`config.mk`:
```
export PLATFORM = sky130hd
export DESIGN_NAME = am_bip_calculator
export DESIGN_NICKNAME = d
export VERILOG_FILES = /design/src/rtl/pcs_bip_pkg.sv /design/src/rtl/bip8_parity.sv /design/src/rtl/am_bip_calculator.sv
export SDC_FILE = /design/constraint.sdc
export NUM_CORES = 1
export LEC_CHECK = 0
export ABC_AREA = 0
export BUFFER_PORTS_ARGS = -buffer_cell sky130_fd_sc_hd__buf_2
export CAP_MARGIN = 0
export CORE_ASPECT_RATIO = 1.5
export CORE_MARGIN = 1.5
export CORE_UTILIZATION = 45
export DETAILED_ROUTE_END_ITERATION = 6
export GPL_ROUTABILITY_DRIVEN = 0
export PLACE_DENSITY = 0.8
export SYNTH_ARGS = -nofsm -noshare
export SYNTH_HDL_FRONTEND = slang
export SYNTH_SLANG_ARGS = --single-unit
export TNS_END_PERCENT = 20
```
`constraint.sdc`:
```
create_clock -name i_clock -period 2.2 [get_ports i_clock]
set_clock_uncertainty 0.05 [all_clocks]
set_input_delay 0.22 -clock i_clock [delete_from_list [all_inputs] [get_ports i_clock]]
set_output_delay 0.22 -clock i_clock [all_outputs]
set_load 0.02 [all_outputs]
```
`src/rtl/pcs_bip_pkg.sv`:
```
// pcs_bip_pkg: shared constants, BIP8 parity masks and checker state type for the 100GBASE-R PCS.
package pcs_bip_pkg;
    localparam int NB_BLOCK  = 66;
    localparam int NB_BIP    = 8;
    localparam int BIP3_BYTE = 3;
    localparam int BIP7_BYTE = 7;
    // Payload bit j of every byte feeds bip[j]; sync-header bits 0/1 also feed bip[3]/bip[4].
    localparam logic [NB_BLOCK-1:0] BIP_MASK [0:NB_BIP-1] = '{
        {64'h0101_0101_0101_0101, 2'b00},
        {64'h0202_0202_0202_0202, 2'b00},
        {64'h0404_0404_0404_0404, 2'b00},
        {64'h0808_0808_0808_0808, 2'b01},
        {64'h1010_1010_1010_1010, 2'b10},
        {64'h2020_2020_2020_2020, 2'b00},
        {64'h4040_4040_4040_4040, 2'b00},
        {64'h8080_8080_8080_8080, 2'b00}
    };
    typedef enum logic {WAIT_AM, ACCUM} bip_state_t;
endpackage

```
`src/rtl/bip8_parity.sv`:
```
// bip8_parity: combinational bit-interleaved parity of one 66b block.
module bip8_parity
    import pcs_bip_pkg::*;
(
    input  logic [NB_BLOCK-1:0] i_data,
    output logic [NB_BIP-1:0]   o_bip
);
    for (genvar j = 0; j < NB_BIP; j++) begin : g_bit
        assign o_bip[j] = ^(i_data & BIP_MASK[j]);
    end
endmodule

```
`src/rtl/am_bip_calculator.sv`:
```
// am_bip_calculator: per-lane BIP8 accumulation between alignment markers with received/calculated compare strobe.
module am_bip_calculator
    import pcs_bip_pkg::*;
(
    input  logic                i_clock,
    input  logic                i_reset,
    input  logic                i_enable,
    input  logic                i_valid,
    input  logic                i_am_flag,
    input  logic [NB_BLOCK-1:0] i_data,
    output logic                o_match,
    output logic [NB_BIP-1:0]   o_received_bip,
    output logic [NB_BIP-1:0]   o_calculated_bip,
    output logic                o_bip7_error
);
    bip_state_t        state;
    logic [NB_BIP-1:0] accum;
    logic [NB_BIP-1:0] block_bip;
    logic [NB_BIP-1:0] bip3;
    logic [NB_BIP-1:0] bip7;

    assign bip3 = i_data[2+8*BIP3_BYTE +: NB_BIP];
    assign bip7 = i_data[2+8*BIP7_BYTE +: NB_BIP];

    bip8_parity u_parity (
        .i_data (i_data),
        .o_bip  (block_bip)
    );

    // The AM's own parity seeds the next interval, so a capture and a restart share one beat.
    always_ff @(posedge i_clock) begin
        if (i_reset) begin
            state            <= WAIT_AM;
            accum            <= '0;
            o_match          <= 1'b0;
            o_received_bip   <= '0;
            o_calculated_bip <= '0;
            o_bip7_error     <= 1'b0;
        end else begin
            o_match <= 1'b0;
            if (!i_enable) begin
                state <= WAIT_AM;
                accum <= '0;
            end else if (i_valid) begin
                if (state == WAIT_AM) begin
                    if (i_am_flag) begin
                        accum <= block_bip;
                        state <= ACCUM;
                    end
                end else if (i_am_flag) begin
                    o_calculated_bip <= accum;
                    o_received_bip   <= bip3;
                    o_bip7_error     <= bip7 != ~bip3;
                    o_match          <= 1'b1;
                    accum            <= block_bip;
                end else begin
                    accum <= accum ^ block_bip;
                end
            end
        end
    end
endmodule

```
### Yosys cells after proc, flatten, opt, wreduce, memory -nomap -nowiden

Index checks and enable logic that the tools add are counted.

| word-level totals | value |
|---|---|
| output and inout port bits | 18 |
| memory bits (writable) | 0 |
| input port bits | 71 |
| latch bits | 0 |
| memories | 0 |
| logic and storage cells | 30 |
| register bits | 27 |
| memory bits (read-only) | 0 |

| cells by class | value |
|---|---|
| mux-type cells | 5 |
| equality and inequality tests | 1 |
| reduce and logical (&&, ||, !) cells | 13 |
| magnitude comparators | 0 |
| add/sub/neg operators | 0 |
| $mul | 0 |
| shift operators | 0 |
| bitwise logic cells | 5 |
| divide/modulo/power cells | 0 |

Operators with widths:

| operator | number |
|---|---|
| XOR reduction 66 bit | 8 |
| 2-to-1 mux 8 bit | 3 |
| != test 8 bit | 1 |
| inverter 8 bit | 1 |
| XOR 8 bit | 1 |
| AND reduction 4 bit | 1 |
| OR reduction 4 bit | 1 |
| inverter 1 bit | 3 |
| 2-to-1 mux 1 bit | 2 |
| AND reduction 2 bit | 1 |
| nonzero test 2 bit | 1 |
| OR reduction 2 bit | 1 |

### Longest topological paths before layout

| logic depth | value |
|---|---|
| word-level depth | 4 |
| mapped depth | 7 |
| gate-level depth less buffers | 5 |

### By module

From an unflattened synthesis, not the netlist that was laid out.

| unflattened totals | value |
|---|---|
| cell total of the unflattened synthesis | 205 |
| area total of the unflattened synthesis | 1730.4 um2 |

Modules (own cells, without submodules):

| module | sequential area each (um2) | times used | cells an instance | area each (um2) |
|---|---|---|---|---|
| am_bip_calculator | 540.5 | 1 | 149 | 1197.4 |
| bip8_parity | 0.0 | 1 | 56 | 533.0 |

### Least setup slack after synthesis

No wires, ideal clock.

| timing | value |
|---|---|
| path kind | input-to-reg |
| start | input port i_data[30] |
| end | register accum[4] |
| required time | 2.071 ns |
| setup time | 0.079 ns |
| path buffers | 0 |
| arrival time | 1.554 ns |
| stages | 5 |
| slack | 0.517 ns |
| cells stage by stage | xnor2_1 xnor3_1 xnor2_1 mux2_1 a211oi_2 |

| between the ends | value |
|---|---|
| cells in the longest elaborated chain, start to end | 4 |
| elaborated cells on any way between the ends | 5 |
| classes of those cells | mux: 3; bitwise: 1; reduce/logical: 1 |

RTL lines:

| element | RTL line | text |
|---|---|---|
| from (decl) | am_bip_calculator.sv:10 | `input logic [NB_BLOCK-1:0] i_data,` |
| XOR reduction 66 bit (*) | bip8_parity.sv:9 | `assign o_bip[j] = ^(i_data & BIP_MASK[j]);` |
| XOR 8 bit | am_bip_calculator.sv:57 | `accum <= accum ^ block_bip;` |
| 2-to-1 mux 8 bit | am_bip_calculator.sv:50 | `end else if (i_am_flag) begin` |
| 2-to-1 mux 8 bit (*) | am_bip_calculator.sv:45 | `if (state == WAIT_AM) begin` |
| to (signal assigned) | am_bip_calculator.sv:47 | `accum <= block_bip;` |
| to (signal assigned) | am_bip_calculator.sv:55 | `accum <= block_bip;` |
| to (signal assigned) | am_bip_calculator.sv:57 |  |
| to (decl) | am_bip_calculator.sv:17 | `logic [NB_BIP-1:0] accum;` |

Mark *: on every way between the ends. The rest lies on a longest branch, timed or not. The select of a mux whose other input is x is not followed.
A chain may end at the register's enable or synchronous reset.

### Final worst setup path

| timing | value |
|---|---|
| start | input port i_data[29] |
| end | register accum[3] |

Same word-level chain as after synthesis.

==> impl_metrics.toml <==
[placed_design]
hpwlAfterDp_um = 2981
numPlacedInstances = 323
place_area_mm2 = 0.002177
portBuffers = 88

[sta]
fin_setup_tns_ns = 0
hold_violations = 0
rsz0062_at_grt = "no"
min_period_ns = 1.735
worst_slew_pin_slew_ns = 0.4255
fmax_mhz = 576.4
slew_viol_final = 0
slew_headroom_pct = 71.63
min_period_over_period_pct = 78.86
setup_violations = 0

[clock_tree]
clock-sinks = 27
cts_made_buffers = 3
post_cts_buffers = 0
cts_tree = "yes"
clockBufferDepth = 2
ctsResizeCount = 0
h-tree-depth = 1
clk_latency_ns = 0.27
hold_buffers = 0
path_clk_slew_ns = 0.09
clockRootBuffer = "clkbuf_8"

[finish]
drive_gt1_share_pct = 34.86
final-instance-count-excl-fill = 327
fin_nets = 356
seq_area_um2 = 540.5
antenna_cells = 0
area_growth_pct = 30.76
final_util_pct = 60.94
fillers = 328
multiInputGateArea_mm2 = 0.001120
final_area_mm2 = 0.002223
final_common_cell = "buf_2"
final_cell_mix = "buf_2, xnor2_1, nand2_1"

[worst_setup_path]
crit_chain = "buf_2, xnor2_1, xnor3_1, xnor2_1, mux2_1, a211oi_2"
crit_required_ns = 2.35
slowest_stage = "xnor3_1"
start_kind = "input port"
crit_arrival_ns = 1.89
worst_path_largest_cell_delay_ns = 0.48
r2r-start = "state"
worstSetupStartpoint = "i_data[29]"
crit_type = "input port to register"
critPathCaptureType = "register"
path_common_cell = "xnor2_1"
path_max_fanout = 2

[route]
drt_wl_total_um = 3681
first_pass_iters = 4
drc = 0
vias_per_cell = 4.902
wl_per_cell_um = 11.26
postRouteAntennaNets = 0
num_vias = 1603
drt_iter0_markers = 28

[pwr]
leakagePower_nw = 0.9816
power_frac_comb_pct = 33.8
p_int_uw = 847.7
seq_power_share_pct = 42.7
ir_drop_v = 0.0003990
p_per_area_mw_per_mm2 = 535.6
net-switching-power_uw = 343.1
swShare_pct = 28.81
clockPowerShare_pct = 23.5

[global_route]
grt_pass1_vias = 1441
grt_max_degree = 20
grt_usage_pct = 18.40
antenna_found_initial = 0
grt_pass1_wl_um = 5892
overflow = 0

[yosys]
synth_cells = 199
synth-seq-cells = 27
mappedNetlistArea_mm2 = 0.001700
async_reset_ff_share_pct = 0
syn_area_per_cell_um2 = 8.545
synth_seq_area_share_pct = 31.79
ys_warn_count = 0
syn-num-nets = 270
synth_enable_flop_cells = 0
synth.distinct_cells = 25
ys.flop_type = "dfxtp_1"

[floorplanning]
fp.dieW_um = 53.19
pin_count = 89
start_util_pct = 46.60
die_h_um = 78.29
die-area_mm2 = 0.004164
core_mm2 = 0.003649
row_count = 27

[hold_path]
min_path_type = "input port to register"
holdCritStartpoint = "i_data[28]"

[status]
run_status = "completed"

[run]
maxCapViolCount = 0
[path summary, 6_finish.rpt]
| kind | end | slack [ns] | cells after the start |
|---|---|---|---|
| min reg2reg | o_received_bip[0] | 0.40 | 2 |
| min | o_received_bip[2] | 0.14 | 3 |
| max | accum[3] | 0.47 | 6 |
| max reg2reg | o_received_bip[6] | 0.92 | 4 |
[sequential cells by signal, summed over array words and instances (netlist names)]
name	cells
o_bip7_error	1
state	1
o_match	1
o_calculated_bip	8
o_received_bip	8
accum	8
[cells by family (layout without fill, tap and decap cells)]
| family | count (synthesis) | in the layout | share of synthesized area [%] |
|---|---|---|---|
| buffers and inverters | 10 | 95 | 2.355 |
| AO/OA/AOI/OAI | 40 | 40 | 13.91 |
| flip-flops | 27 | 27 | 31.79 |
| AND/OR/NAND/NOR | 58 | 58 | 15.09 |
| XOR/XNOR | 56 | 56 | 32.01 |
| multiplexers | 8 | 8 | 4.857 |
[power groups by stage]
stage / clock (mW) / sequential [mW] / combinational, mW
detailed placement: 0 / 0.519 / 0.405
global route: 0.304 / 0.510 / 0.441
finish: 0.280 / 0.508 / 0.403
global placement: 0 / 0.519 / 0.396
CTS: 0.284 / 0.508 / 0.407
floorplan: 0 / 0.518 / 0.292
[worst max-delay path: cells and delay by family]
kind,cells,cell delay [ns]
multiplexers,1,0.35
XOR/XNOR,3,1.00
AO/OA/AOI/OAI,1,0.20
buffers and inverters,1,0.11
[final cells by class]
class | instances | share of cell area, %
multi-input cells | 162 | 50.37
repair buffers | 91 | 20.82
flip-flops and latches | 27 | 24.31
clock inverters | 1 | 0.2251
clock buffers | 3 | 1.857
well taps | 43 | 2.420
[stage by stage]
stage / setup slack, ns / total power [mW] / hold slack, ns
final: 0.4651 / 1.191 / 0.1423
after global routing: 0.3622 / 1.255 / 0.1457
after CTS: 0.4426 / 1.200 / 0.1416
after detailed placement: 0.1563 / 0.9243 / 0.3932
after global placement: 0.1940 / 0.9150 / 0.3900
after floorplan: 0.5166 / 0.8099 / 0.3060
[per-layer routing]
layer / up-vias / global-route usage [%] / wire length [um]
met5: - / 0 / 0
met4: 0 / 6.154 / 39
met3: 4 / 1.521 / 229
met2: 62 / 35.63 / 1996
met1: 713 / 19.69 / 1416
li1: 824 / - / -
[synth_stat cells, types with 6 or more instances]
cell type	number	area [um2]
xor2_1	8	70.07
a21boi_0	6	45.04
xnor2_1	44	385.4
nor2_1	9	33.78
mux2i_1	6	60.06
dfxtp_1	27	540.5
clkbuf_1	8	30.03
a21oi_1	29	145.1
nor2b_1	6	37.54
nand2_1	35	131.4
(Power assumes the default switching activity.)
